<file path="src/rtl/dmem_ctrl.sv">
// dmem_ctrl: load/store unit between the single-cycle datapath and a
// word-wide req/ack data memory.
//
// Ports:
//   clock, reset_          rising-edge clock, asynchronous active-low reset
//   memRead, memWrite      datapath asks for a load / store this instruction
//   funct3                 access size and extension (B, H, W, BU, HU)
//   aluOut                 byte address
//   readData2              store data, low bytes significant
//   readDataDMem           extended load result for writeback
//   stall                  datapath holds PC and suppresses regwrite while high
//   fault, faultCause      one-cycle fault pulse in DONE with its cause
//   mem_req .. mem_be      registered memory request channel
//   mem_rdata, mem_ack     memory response, only looked at in REQ
module dmem_ctrl #(
   parameter int TIMEOUT = 16,
   parameter int CNTW    = 5
) (
   input  logic        clock,
   input  logic        reset_,
   input  logic        memRead,
   input  logic        memWrite,
   input  logic [2:0]  funct3,
   input  logic [31:0] aluOut,
   input  logic [31:0] readData2,
   output logic [31:0] readDataDMem,
   output logic        stall,
   output logic        fault,
   output logic [1:0]  faultCause,
   output logic        mem_req,
   output logic        mem_we,
   output logic [31:0] mem_addr,
   output logic [31:0] mem_wdata,
   output logic [3:0]  mem_be,
   input  logic [31:0] mem_rdata,
   input  logic        mem_ack
);

   typedef enum logic [1:0] {IDLE, REQ, DONE} stateT;

   localparam logic [CNTW-1:0] countLimit = CNTW'(TIMEOUT - 1);

   stateT           state;
   logic [CNTW-1:0] timeoutCount;
   logic [1:0]      addrLow;
   logic [2:0]      funct3Reg;

   logic        access;
   logic        illegal;
   logic        misaligned;
   logic [3:0]  beNext;
   logic [31:0] wdataNext;
   logic [31:0] loadData;

   assign access = memRead | memWrite;

   // The datapath must freeze from the moment an access shows up in IDLE
   // until the request has been answered; DONE lets the instruction retire.
   assign stall = ((state == IDLE) && access) || (state == REQ);

   // Decode the incoming instruction: legality, alignment, byte lanes and
   // lane-replicated store data. Illegal takes priority over misaligned so a
   // single cause is reported.
   always_comb begin
      illegal    = 1'b0;
      misaligned = 1'b0;
      beNext     = 4'b0000;
      wdataNext  = 32'h0;
      if ((funct3 == 3'b011) || (funct3 == 3'b110) || (funct3 == 3'b111) ||
          (memWrite && funct3[2]) || (memRead && memWrite)) begin
         illegal = 1'b1;
      end
      case (funct3[1:0])
         2'b00: begin
            beNext    = 4'b0001 << aluOut[1:0];
            wdataNext = {4{readData2[7:0]}};
         end
         2'b01: begin
            beNext     = aluOut[1] ? 4'b1100 : 4'b0011;
            wdataNext  = {2{readData2[15:0]}};
            misaligned = aluOut[0];
         end
         2'b10: begin
            beNext     = 4'b1111;
            wdataNext  = readData2;
            misaligned = (aluOut[1:0] != 2'b00);
         end
         default: begin
            beNext    = 4'b0000;
            wdataNext = 32'h0;
         end
      endcase
      if (illegal) begin
         misaligned = 1'b0;
      end
   end

   // Pick the addressed byte or halfword out of the returned word using the
   // address bits and size latched at request time, then extend it.
   always_comb begin
      loadData = mem_rdata;
      case (funct3Reg)
         3'b000, 3'b100: begin
            case (addrLow)
               2'b00:   loadData = {24'h0, mem_rdata[7:0]};
               2'b01:   loadData = {24'h0, mem_rdata[15:8]};
               2'b10:   loadData = {24'h0, mem_rdata[23:16]};
               default: loadData = {24'h0, mem_rdata[31:24]};
            endcase
            if (!funct3Reg[2]) begin
               loadData[31:8] = {24{loadData[7]}};
            end
         end
         3'b001, 3'b101: begin
            loadData = addrLow[1] ? {16'h0, mem_rdata[31:16]} : {16'h0, mem_rdata[15:0]};
            if (!funct3Reg[2]) begin
               loadData[31:16] = {16{loadData[15]}};
            end
         end
         default: loadData = mem_rdata;
      endcase
   end

   // Main controller. All memory-side outputs, the fault pulse and the load
   // result are registered here. DONE always returns to IDLE so the access
   // still held by the datapath during DONE cannot retrigger a request. An
   // ack on the final counted cycle wins over the timeout.
   always_ff @(posedge clock or negedge reset_) begin
      if (!reset_) begin
         state        <= IDLE;
         mem_req      <= 1'b0;
         mem_we       <= 1'b0;
         mem_addr     <= 32'h0;
         mem_wdata    <= 32'h0;
         mem_be       <= 4'b0000;
         readDataDMem <= 32'h0;
         fault        <= 1'b0;
         faultCause   <= 2'b00;
         timeoutCount <= '0;
         addrLow      <= 2'b00;
         funct3Reg    <= 3'b000;
      end else begin
         case (state)
            IDLE: begin
               fault      <= 1'b0;
               faultCause <= 2'b00;
               if (access) begin
                  if (illegal || misaligned) begin
                     fault        <= 1'b1;
                     faultCause   <= illegal ? 2'b10 : 2'b01;
                     readDataDMem <= 32'h0;
                     state        <= DONE;
                  end else begin
                     mem_req      <= 1'b1;
                     mem_we       <= memWrite;
                     mem_addr     <= {aluOut[31:2], 2'b00};
                     mem_be       <= beNext;
                     mem_wdata    <= wdataNext;
                     addrLow      <= aluOut[1:0];
                     funct3Reg    <= funct3;
                     timeoutCount <= '0;
                     state        <= REQ;
                  end
               end
            end
            REQ: begin
               if (mem_ack) begin
                  mem_req <= 1'b0;
                  if (!mem_we) begin
                     readDataDMem <= loadData;
                  end
                  state <= DONE;
               end else if (timeoutCount == countLimit) begin
                  mem_req      <= 1'b0;
                  fault        <= 1'b1;
                  faultCause   <= 2'b11;
                  readDataDMem <= 32'h0;
                  state        <= DONE;
               end else begin
                  timeoutCount <= timeoutCount + 1'b1;
               end
            end
            DONE: begin
               fault      <= 1'b0;
               faultCause <= 2'b00;
               state      <= IDLE;
            end
            default: begin
               state <= IDLE;
            end
         endcase
      end
   end

endmodule

</file>
<file path="config.mk">
export PLATFORM = sky130hd
export DESIGN_NAME = dmem_ctrl
export DESIGN_NICKNAME = d
export VERILOG_FILES = /design/src/rtl/dmem_ctrl.sv
export SDC_FILE = /design/constraint.sdc
export NUM_CORES = 1
export LEC_CHECK = 0
export BUFFER_PORTS_ARGS = -buffer_cell sky130_fd_sc_hd__buf_2
export CELL_PAD_IN_SITES_DETAIL_PLACEMENT = 0
export CELL_PAD_IN_SITES_GLOBAL_PLACEMENT = 1
export CORE_MARGIN = 3
export CORE_UTILIZATION = 35
export CTS_CLUSTER_DIAMETER = 60
export DETAILED_ROUTE_END_ITERATION = 6
export HOLD_SLACK_MARGIN = 0.05
export PLACE_DENSITY_LB_ADDON = 0.1
export SETUP_SLACK_MARGIN = 0.3
export SKIP_LAST_GASP = 1
export SLEW_MARGIN = 20
export SYNTH_ARGS = -nofsm -noshare
export SYNTH_HDL_FRONTEND = slang
export SYNTH_SLANG_ARGS = --single-unit
</file>
<file path="constraint.sdc">
create_clock -name clock -period 3 [get_ports clock]
set_input_delay 0.3 -clock clock [delete_from_list [all_inputs] [get_ports clock]]
set_output_delay 0.3 -clock clock [all_outputs]
set_load 0.02 [all_outputs]
</file>
# After elaboration in Yosys (flattened, before gate mapping)
# Cells that the tools add are included.
classes:
  reduce_logical: 24
  eq_ne: 21
  addsub: 1
  n_mux: 43
  order_cmp: 0
  n_div: 0
  n_shift: 1
  bitwise_logic: 2
  n_mul: 0
ops:
  columns: ["operator", "n"]
  rows:
  - ["$mux W32", 5]
  - ["$pmux W32 S2", 2]
  - ["$pmux W32 S3", 1]
  - ["$mux W16", 2]
  - ["$mux W24", 1]
  - ["$pmux W8 S3", 1]
  - ["$mux W5", 4]
  - ["$mux W2", 9]
  - ["$eq A3 B3 Y1 const B", 4]
  - ["$pmux W4 S3", 1]
  - ["$mux W1", 10]
  - ["$pmux W5 S2", 1]
  - ["$reduce_and A5 Y1", 2]
  - ["$ne A2 B2 Y1 const B", 4]
  - ["$eq A2 B1 Y1 const B", 3]
  - ["$eq A2 B2 Y1 const B", 3]
  - ["$logic_not A2 Y1", 3]
  - ["$logic_or A1 B1 Y1", 6]
  - ["$pmux W2 S3", 1]
  - ["$reduce_and A3 Y1", 2]
  - ["$add A5 B1 Y5 const B", 1]
  - ["$eq A5 B4 Y1 const B", 1]
  - ["$mux W4", 1]
  - ["$ne A2 B1 Y1 const B", 2]
  - ["17 further kinds", 22]
word_totals:
  latchBits: 0
  output_inout_bits: 106
  mem_count: 0
  mem_bits_ro: 0
  ram_bits: 0
  input_bits: 104
  regBits: 115

# Depth between registers and ports, before layout
# Gate-level depths: netlist of the first run.
logic_depth:
  ltp_word: 11
  ltp_mapped: 10
  ltp_nobuf: 8

# Least setup slack after synthesis of the first run
# Ideal clock, no wire load.
synth_timing:
  kind: "reg-to-reg"
  start: "register timeoutCount[0]"
  end: "register readDataDMem[7]"
  stages_incl_launch_ff: 11
  slack_ns: 0.882
  setup_time_ns: 0.110
  arrival_ns: 2.007
  synth_period_minus_slack_ns: 2.118
  required_ns: 2.890
  cell_sequence: "dfrtp_1 -> ha_1 -> and3_1 -> ha_1 -> nor3b_1 -> a21oi_2 -> o311ai_1 -> buf_2 -> buf_4 -> nand2_1 -> o41ai_1"
synth_via:
  elab_chain_cells: 3
synth_lines:
  columns: ["item", "line", "source"]
  rows:
  - ["start: declaration", "44", "logic [CNTW-1:0] timeoutCount;"]
  - ["start signal: assignment", "180", "timeoutCount <= timeoutCount + 1'b1;"]
  - ["$eq A5 B4 Y1", "173", "end else if (timeoutCount == countLimit) begin"]
  - ["$ne A3 B2 Y1 (no source line)", null, null]
  - ["$reduce_and A5 Y1 (no source line)", null, null]
  - ["end signal: assignment", "170", "readDataDMem <= loadData;"]
  - ["end: declaration", "26", "output logic [31:0] readDataDMem,"]
# Every way passes these cells.
# A chain may end at the register's enable or synchronous reset.

# Worst setup path in the final report of the first run
layout_timing:
  start: "register timeoutCount[0]"
  end: "register readDataDMem[9]"
# The elaborated chain is that of the path after synthesis.

==> flow_metrics.py, run 1 <==
metrics = {
    "worst_setup_path": {
        "worstPathMaxFanout": 48,
        "start_kind": "flip-flop",
        "cp-end-kind": "flip-flop",
        "cp_slowest_cell": "dfrtp_1",
        "crit_family": "simple AND/OR/NAND/NOR gates",
        "path_cells": "ha_1 -> and3_1 -> ha_1 -> nor3b_1 -> a21oi_2 -> o311ai_4 -> buf_12 -> nand2_1 -> o21ai_1",
        "r2r_slack_ns": 0.81,
        "max_stage_delay_ns": 0.40,
        "critPathBufInv": 1,
        "arrival_ns": 2.52,
        "crit_top_cell": "ha_1",
        "crit_required_ns": 3.33,
        "path_class": "reg2reg",
    },
    "synth": {
        "syn_inst": 551,
        "synth_edf_count": 0,
        "synth_cell_types": 47,
        "synth_mux_area_frac": 0.1458,
        "synth_area_um2": 5699,
        "synth-warning-count": 0,
        "syn_avg_cell_area_um2": 10.34,
        "yosysSeqAreaShare": 0.5049,
        "synth_area_leaders": "dfrtp_1, mux2_1, nand2_1",
        "synth-simple-area-share": 0.1012,
        "synthXorXnorAreaFrac": 0,
        "yosysTopAreaCellShare": 0.5049,
        "synth_compound_area_frac": 0.1763,
        "synth.largest_area_cell": "dfrtp_1",
        "synthArstFlopShare": 1.000,
        "ys_ff_latch": 115,
        "synth_top_family_by_area": "compound AO/OA/AOI/OAI gates",
        "synth-main-ff-cell": "dfrtp_1",
        "synthAdderAreaFrac": 0.02195,
    },
    "clock_tree": {
        "cts_sinks": 115,
        "clockBufferDepth": 2,
        "insertion_delay_ns": 0.41,
        "htree_levels": 4,
        "clkSlewWorstSetupHoldPaths_ns": 0.05,
        "cts_tree": "yes",
        "cts_buffers": 17,
        "post_cts_resized": 0,
        "root_buffer": "clkbuf_16",
    },
    "floorplanning": {
        "rows": 46,
        "initial_core_util": 0.3588,
        "die_x_um": 133.6,
        "io_pins": 210,
        "core_area_um2": 15890,
        "die_height_um": 133.6,
        "die_area_um2": 17850,
    },
    "global_routing": {
        "gr-total-overflow": 0,
        "grt_pass1_wl_um": 25820,
        "grt_pass1_vias": 4768,
        "antenna_found_initial": 0,
        "track_usage": 0.1838,
        "grt_max_degree": 81,
    },
    "timing": {
        "rsz0062_at_grt": "false",
        "tns_ns": 0,
        "setup_violations": 0,
        "relSlewSlack": 0.5824,
        "fmax_ghz": 0.4561,
        "hold_violations": 0,
        "fin_skew_ns": 0.005271,
        "finalHoldWorstSlack_ns": 0.1014,
        "finalCriticalPeriod_ns": 2.192,
        "min_period_over_period": 0.7308,
        "drv_slew": 0,
        "worst_slew_pin_slew_ns": 0.6253,
    },
    "detailed_routing": {
        "routed_wirelength_um": 16400,
        "firstDrtPassIters": 5,
        "vias_per_cell": 4.919,
        "vias": 4835,
        "detail_route.wl_per_cell_um": 16.69,
        "ant_nets": 0,
        "drt_iter0_drc": 283,
        "drc": 0,
    },
    "hold_path": {
        "hold_path.class": "in2reg",
    },
    "placement": {
        "place_congestion": 0.8037,
        "portBuffers": 207,
        "post-dp-hpwl_um": 11980,
    },
    "power_and_ir_drop": {
        "power_frac_seq": 0.315,
        "intPower_uw": 4829,
        "vdd_drop_max_v": 0.0005199,
        "pwr-share-clk": 0.274,
        "p_sw_frac": 0.3916,
        "switching_power_uw": 3107,
        "leakage_uw": 0.003776,
        "combPwrFrac": 0.411,
        "p_per_area_nw_per_um2": 1041,
    },
    "layout": {
        "areaGrowthSynthToFinish_pct": 33.81,
        "multi_input_area_um2": 2569,
        "final_nets": 868,
        "seqCellArea_um2": 2878,
        "drive_above_1_share": 0.3507,
        "diodes": 0,
        "num-fill-cells": 1544,
    },
    "status": {
        "status": "completed",
    },
    "flow_run": {
        "cap_violations": 0,
    },
}
-- routing by layer --
layer  up-vias  global-route usage  part of all wire
met5         -                   0                 0
met4         0             0.05086             0.012
met3        15             0.07515             0.084
met2       164              0.2861              0.47
met1      2284              0.2379              0.44
li1       2372                   -                 -
-- synth_stat cells (2+ instances only) --
cell      instances
a21o_1            3
a21oi_1          47
a221oi_1          9
a22oi_1          16
a31oi_1           6
and3_1            4
buf_1             3
buf_2            11
buf_4             4
clkbuf_1         20
dfrtp_1         115
ha_1             10
inv_1            25
mux2_1           63
mux2i_1          11
nand2_1          65
nand3_1          11
nor2_1           25
nor2b_1           5
nor3_1            2
nor3b_1           9
o21ai_0           5
o21ai_1          41
o21ai_2          10
o22ai_1           8
o31ai_1           2
-- power by group through the flow --
stage | registers, uW | logic (uW) | clock network [uW]
finish | 2500 | 3260 | 2180
global route | 2570 | 3560 | 2320
CTS | 2510 | 3310 | 2230
detailed placement | 2520 | 3300 | 0
global placement | 2500 | 3260 | 0
floorplan | 3140 | 1490 | 0
-- cells by family (layout without fill, tap and decap cells) --
group                      Yosys count  count (layout)
AOI/OAI and AO/OA                  158             158
and+or+nand+nor                    127             127
DFF                                115             115
muxes                               75              75
buffers and inverters               65             280
adders and majority gates           10              10
other                                1               2
-- state kept, by name (all words and copies together) (netlist names) --
signal        cells
state             2
mem_we            1
addrLow           2
mem_req           1
mem_wdata        32
mem_be            4
fault             1
mem_addr         30
timeoutCount      5
faultCause        2
funct3Reg         3
readDataDMem     32
-- cell usage in the layout (no fill, tap or decap), drive strengths merged, types with 3 or more instances in the layout --
cell,netlist,layout
nand3,11,11
a22oi,16,16
dfrtp,115,115
nor3,3,3
o22ai,8,8
and3,4,4
nor3b,9,9
o21ai,56,56
nand2,65,65
ha,10,10
a31oi,6,6
a21oi,48,48
mux2,64,64
inv,26,26
mux2i,11,11
nor2b,5,5
a21o,3,3
nor2,25,25
clkinv,0,5
clkbuf,20,21
a221oi,9,9
buf,19,221
bufinv,0,5
-- area by class of cell --
type                    count  share of cell area
inverters                  26             0.01280
multi-input cells         372              0.3368
clock inverters            11             0.02395
repair buffers            222              0.1546
flip-flops and latches    115              0.3774
well taps                 216             0.03544
clock buffers              21             0.05906
-- through the flow --
stage,util,setup slack (ns),area [um2],std cells,power [uW]
3_5_place_dp,0.4396,0.6050,6983,950,5821
2_1_floorplan,-,0.8824,5703,552,4630
4_1_cts,0.4801,0.7960,7626,983,8051
3_3_place_gp,0.4396,0.6746,6983,950,5758
5_1_grt,0.4801,0.5667,7626,983,8450
6_report,0.4801,0.8076,7626,983,7936
-- worst paths after layout --
kind,startpoint,endpoint,cells past startpoint
setup / recovery,timeoutCount[0]$_DFFE_PN0P_,readDataDMem[9]$_DFFE_PN0P_,9
hold reg to reg,readDataDMem[21]$_DFFE_PN0P_,readDataDMem[21]$_DFFE_PN0P_,2
hold / removal,aluOut[6],mem_addr[6]$_DFFE_PN0P_,2
max in group asynchronous,reset_,mem_be[3]$_DFFE_PN0P_,3
setup reg to reg,timeoutCount[0]$_DFFE_PN0P_,readDataDMem[9]$_DFFE_PN0P_,9
min in group asynchronous,reset_,timeoutCount[4]$_DFFE_PN0P_,2
-- repair_timing --
action,CTS,global route
setup buffers,0,0
hold buffers,1,0
endpoints found under the hold margin,43,0
Note: power is estimated with default switching activity, not from simulation.
==> run 2: changes to the inputs <==
Clock period 3 ns to 2.25 ns, I/O delays scaled along.
==> run 2 against run 1 <==
Sequential cell count did not move. Via count is 10% higher. Critical path depth rose by 1. Critical path type unchanged. Largest cell class unchanged. Largest power group unchanged. Highest routed layer is now met5.
==> flow_metrics.py, run 2 (synthesis gave the netlist of run 1 again) <==
metrics = {
    "clock_tree": {
        "cts_sinks": 115,
        "clkSlewWorstSetupHoldPaths_ns": 0.06,
        "htree_levels": 4,
        "clockBufferDepth": 2,
        "insertion_delay_ns": 0.42,
        "root_buffer": "clkbuf_16",
        "cts_buffers": 17,
        "cts_tree": "yes",
    },
    "floorplanning": {
        "rows": 46,
        "die_area_um2": 17850,
        "io_pins": 210,
        "die_height_um": 133.6,
        "core_area_um2": 15890,
        "die_x_um": 133.6,
        "initial_core_util": 0.3588,
    },
    "timing": {
        "setup_violations": 0,
        "min_period_over_period": 0.8873,
        "hold_violations": 0,
        "tns_ns": 0,
        "rsz0062_at_grt": "true",
        "fmax_ghz": 0.5009,
        "worst_slew_pin_slew_ns": 0.6520,
        "finalCriticalPeriod_ns": 1.996,
        "fin_skew_ns": 0.007024,
        "relSlewSlack": 0.5653,
        "drv_slew": 0,
    },
    "placement": {
        "dp.cells": 965,
        "place_congestion": 0.7982,
        "post-dp-hpwl_um": 12610,
        "portBuffers": 207,
    },
    "detailed_routing": {
        "vias_per_cell": 5.061,
        "drc": 0,
        "ant_nets": 0,
        "detail_route.wl_per_cell_um": 17.19,
        "firstDrtPassIters": 5,
        "drt_iter0_drc": 279,
        "routed_wirelength_um": 18120,
        "vias": 5334,
    },
    "worst_setup_path": {
        "crit_required_ns": 2.55,
        "path_class": "reg2reg",
        "start_kind": "flip-flop",
        "cp-end-kind": "flip-flop",
        "arrival_ns": 2.30,
        "worstPathMaxFanout": 8,
        "r2r_slack_ns": 0.25,
    },
    "layout": {
        "layout_common_cells": "buf_2, dfrtp_1, mux2_1, a21oi_1, nand2_1",
        "areaGrowthSynthToFinish_pct": 51.26,
        "instances_no_fill": 1054,
        "diodes": 0,
        "layout_commonest_cell": "buf_2",
        "num-fill-cells": 1463,
        "multi_input_area_um2": 2759,
        "final_nets": 939,
        "reg_top3": "mem_wdata x32, readDataDMem x32, mem_addr x30",
        "drive_above_1_share": 0.4236,
        "seqCellArea_um2": 2878,
    },
    "power_and_ir_drop": {
        "p_per_area_nw_per_um2": 1368,
        "p_total_uw": 11790,
        "leakage_uw": 0.004228,
        "vdd_drop_max_v": 0.0006353,
    },
    "global_routing": {
        "grt_pass1_wl_um": 29100,
        "grt_max_degree": 46,
        "gr-total-overflow": 0,
        "track_usage": 0.2048,
        "antenna_found_initial": 1,
        "grt_pass1_vias": 5572,
    },
    "hold_path": {
        "hold_path.class": "in2reg",
    },
    "flow_run": {
        "cap_violations": 0,
    },
    "status": {
        "status": "completed",
    },
}
-- run 2: final timing paths --
path | cells after the start | end | from
min reg2reg | 2 | readDataDMem[21]$_DFFE_PN0P_ | readDataDMem[21]$_DFFE_PN0P_
min in group asynchronous | 2 | timeoutCount[3]$_DFFE_PN0P_ | reset_
max | 10 | readDataDMem[16]$_DFFE_PN0P_ | timeoutCount[0]$_DFFE_PN0P_
min | 2 | funct3Reg[2]$_DFFE_PN0P_ | funct3[2]
max in group asynchronous | 3 | readDataDMem[26]$_DFFE_PN0P_ | reset_
max reg2reg | 10 | readDataDMem[16]$_DFFE_PN0P_ | timeoutCount[0]$_DFFE_PN0P_
-- run 2: stage by stage --
stage | area, um2 | setup WS [ns] | utilization | hold WS [ns]
global route | 8621 | 0.1777 | 0.5427 | 0.09505
detailed placement | 7151 | 0.08693 | 0.4501 | 0.1393
floorplan | 5722 | 0.3112 | - | -0.07059
finish | 8621 | 0.2536 | 0.5427 | 0.09044
CTS | 8346 | 0.2931 | 0.5254 | 0.07586
global placement | 7151 | 0.1622 | 0.4501 | 0.1409
-- run 2: report_power, final --
part           leakage (uW)  internal [uW]  total (uW)  switching [uW]
combinational       0.00248           2600        5840            3240
clock              0.000265           1590        2630            1040
sequential          0.00148           2870        3320             454
-- run 2: what timing repair did --
| item | CTS | global route |
|---|---|---|
| hold endpoints to repair | 94 | 0 |
| setup endpoints to repair | 36 | 86 |
| pin swaps | 3 | 19 |
| hold buffers | 31 | 0 |
| cloned | 5 | 2 |
| resized for setup | 19 | 46 |
| setup buffers | 11 | 8 |
-- run 2: cell type report --
| type | count | share of cell area |
|---|---|---|
| Clock inverter | 13 | 0.01480 |
| Sequential cell | 115 | 0.3338 |
| Timing Repair Buffer | 293 | 0.2361 |
| Inverter | 26 | 0.01132 |
| Clock buffer | 19 | 0.05254 |
| Multi-Input combinational cell | 372 | 0.3200 |
| Tap cell | 216 | 0.03135 |
-- run 2: per-layer routing --
layer | global-route usage | share of wire | routed length [um] | vias up
li1 | - | - | - | 2515
met1 | 0.2502 | 0.41 | 7444 | 2600
met2 | 0.3355 | 0.49 | 8883 | 183
met3 | 0.06873 | 0.075 | 1360 | 34
met4 | 0.08057 | 0.023 | 418 | 2
met5 | 0 | 0.00039 | 7 | -
-- run 2: critical path: stages (launching register included) --
cell and delay, ns:
dfrtp_1 0.39, ha_2 0.20, and3_4 0.18, ha_4 0.17
nor3b_4 0.27, a21oi_4 0.06, o311ai_4 0.12, buf_6 0.18
buf_12 0.11, buf_16 0.12, o21ai_1 0.07
==> run 3: changes to the inputs <==
Clock period 2.25 ns to 2.4 ns, I/O delays scaled along.
==> run 3 against run 2 <==
Highest routed layer is now met4. Critical endpoint is now timeoutCount[3]$_DFFE_PN0P_. Largest power group unchanged. Non-clock buffer count down 29. Wire length down 3.6%. Cell count down 2.8%. Sequential cell count unchanged.
==> flow_metrics.py, run 3 (synthesis gave the netlist of run 1 again) <==
metrics = {
    "status": {
        "status": "completed",
    },
    "floorplanning": {
        "rows": 46,
        "die_area_um2": 17850,
        "die_x_um": 133.6,
        "die_height_um": 133.6,
        "initial_core_util": 0.3588,
        "core_area_um2": 15890,
        "io_pins": 210,
    },
    "worst_setup_path": {
        "ff2ff_path_depth": 8,
        "critPathBufInv": 0,
        "max_stage_delay_ns": 0.41,
        "cp.depth": 8,
        "worstPathMaxFanout": 5,
        "start_kind": "flip-flop",
        "r2r_start": "timeoutCount[0]$_DFFE_PN0P_",
        "cp_slowest_cell": "dfrtp_1",
        "path_cells": "ha_1 -> and3_1 -> ha_1 -> nor3b_2 -> a21o_1 -> and4_1 -> and3_1 -> a211oi_1",
        "reg2reg_to": "timeoutCount[3]$_DFFE_PN0P_",
        "arrival_ns": 2.28,
        "cp-end-kind": "flip-flop",
        "r2r_slack_ns": 0.40,
        "crit_required_ns": 2.69,
        "crit_path_end": "timeoutCount[3]$_DFFE_PN0P_",
        "crit_family": "simple AND/OR/NAND/NOR gates",
        "setup.worst_path.start": "timeoutCount[0]$_DFFE_PN0P_",
        "path_class": "reg2reg",
    },
    "detailed_routing": {
        "routed_wirelength_um": 17460,
        "drc": 0,
        "vias": 5052,
        "drt_iter0_drc": 290,
        "detail_route.wl_per_cell_um": 17.04,
        "firstDrtPassIters": 5,
        "vias_per_cell": 4.929,
        "ant_nets": 0,
    },
    "global_routing": {
        "gr-total-overflow": 0,
        "grt_max_degree": 55,
        "antenna_found_initial": 0,
        "grt_pass1_vias": 5384,
        "track_usage": 0.1998,
        "grt_pass1_wl_um": 28370,
    },
    "layout": {
        "instances_no_fill": 1025,
        "layout_commonest_cell": "buf_2",
        "diodes": 0,
        "areaGrowthSynthToFinish_pct": 41.08,
        "layout_common_cells": "buf_2, dfrtp_1, nand2_1, mux2_1, a21oi_1",
        "seqCellArea_um2": 2878,
        "reg_top3": "mem_wdata x32, readDataDMem x32, mem_addr x30",
        "drive_above_1_share": 0.3560,
        "multi_input_area_um2": 2582,
        "fin_util": 0.5061,
        "final_nets": 910,
        "num-fill-cells": 1494,
    },
    "placement": {
        "post-dp-hpwl_um": 12430,
        "portBuffers": 207,
        "place_congestion": 0.8485,
        "dp.cells": 960,
    },
    "timing": {
        "fin_skew_ns": 0.01179,
        "setup_violations": 0,
        "drv_slew": 0,
        "tns_ns": 0,
        "rsz0062_at_grt": "false",
        "hold_violations": 0,
        "worst_slew_pin_slew_ns": 0.6439,
        "relSlewSlack": 0.5697,
        "min_period_over_period": 0.8315,
        "finalCriticalPeriod_ns": 1.996,
        "fmax_ghz": 0.5011,
    },
    "power_and_ir_drop": {
        "p_per_area_nw_per_um2": 1253,
        "p_total_uw": 10070,
        "leakage_uw": 0.003951,
        "vdd_drop_max_v": 0.0007723,
    },
    "clock_tree": {
        "clockBufferDepth": 2,
        "insertion_delay_ns": 0.42,
        "htree_levels": 4,
        "clkSlewWorstSetupHoldPaths_ns": 0.06,
        "cts_buffers": 17,
        "cts_tree": "yes",
        "cts_sinks": 115,
        "root_buffer": "clkbuf_16",
    },
    "flow_run": {
        "cap_violations": 0,
    },
    "hold_path": {
        "hold_path.class": "in2reg",
    },
}
==> run 3: layout make-up <==
class | count | share of cell area
Tap cell | 216 | 0.03361
Sequential cell | 115 | 0.3579
Clock inverter | 14 | 0.01650
Clock buffer | 18 | 0.05462
Multi-Input combinational cell | 372 | 0.3212
Inverter | 26 | 0.01214
Timing Repair Buffer | 264 | 0.2040
==> run 3: where the power goes <==
| group | leakage, uW | internal (uW) | switching [uW] |
|---|---|---|---|
| Clock | 0.000273 | 1460 | 979 |
| Combinational | 0.00220 | 1790 | 2740 |
| Sequential | 0.00148 | 2690 | 417 |
==> run 3: worst min path at each step <==
| stage | cells past startpoint | to | from |
|---|---|---|---|
| after floorplan | 0 | addrLow[0]$_DFFE_PN0P_ | reset_ |
| after global placement | 1 | state[0]$_DFFE_PN0P_ | reset_ |
| after detailed placement | 1 | faultCause[0]$_DFFE_PN0P_ | reset_ |
| after CTS | 2 | mem_addr[3]$_DFFE_PN0P_ | aluOut[3] |
| after global routing | 2 | mem_addr[3]$_DFFE_PN0P_ | aluOut[3] |
| final | 2 | mem_addr[3]$_DFFE_PN0P_ | aluOut[3] |
==> run 3: routing by layer <==
layer | up-vias | GRT usage | routed length [um]
met3 | 21 | 0.06382 | 1218
li1 | 2451 | - | -
met1 | 2410 | 0.2505 | 7560
met5 | - | 0 | 0
met4 | 0 | 0.06686 | 305
met2 | 170 | 0.3279 | 8378
==> run 3: through the flow <==
| step | setup slack, ns | area (um2) | hold WS [ns] |
|---|---|---|---|
| 5_1_grt | 0.3014 | 8040 | 0.07484 |
| 3_3_place_gp | 0.1327 | 7096 | 0.2967 |
| 3_5_place_dp | 0.02619 | 7096 | 0.3163 |
| 2_1_floorplan | 0.3282 | 5705 | -0.05559 |
| 6_report | 0.4043 | 8040 | 0.08096 |
| 4_1_cts | 0.3205 | 8026 | 0.06556 |
==> run 3: what timing repair did <==
item / in CTS / in global routing
setup buffers: 2 / 0
resized for setup: 2 / 3
pin swaps: 1 / 1
setup endpoints to repair: 28 / 92
cloned: 1 / 0
hold endpoints to repair: 74 / 0
hold buffers: 30 / 0
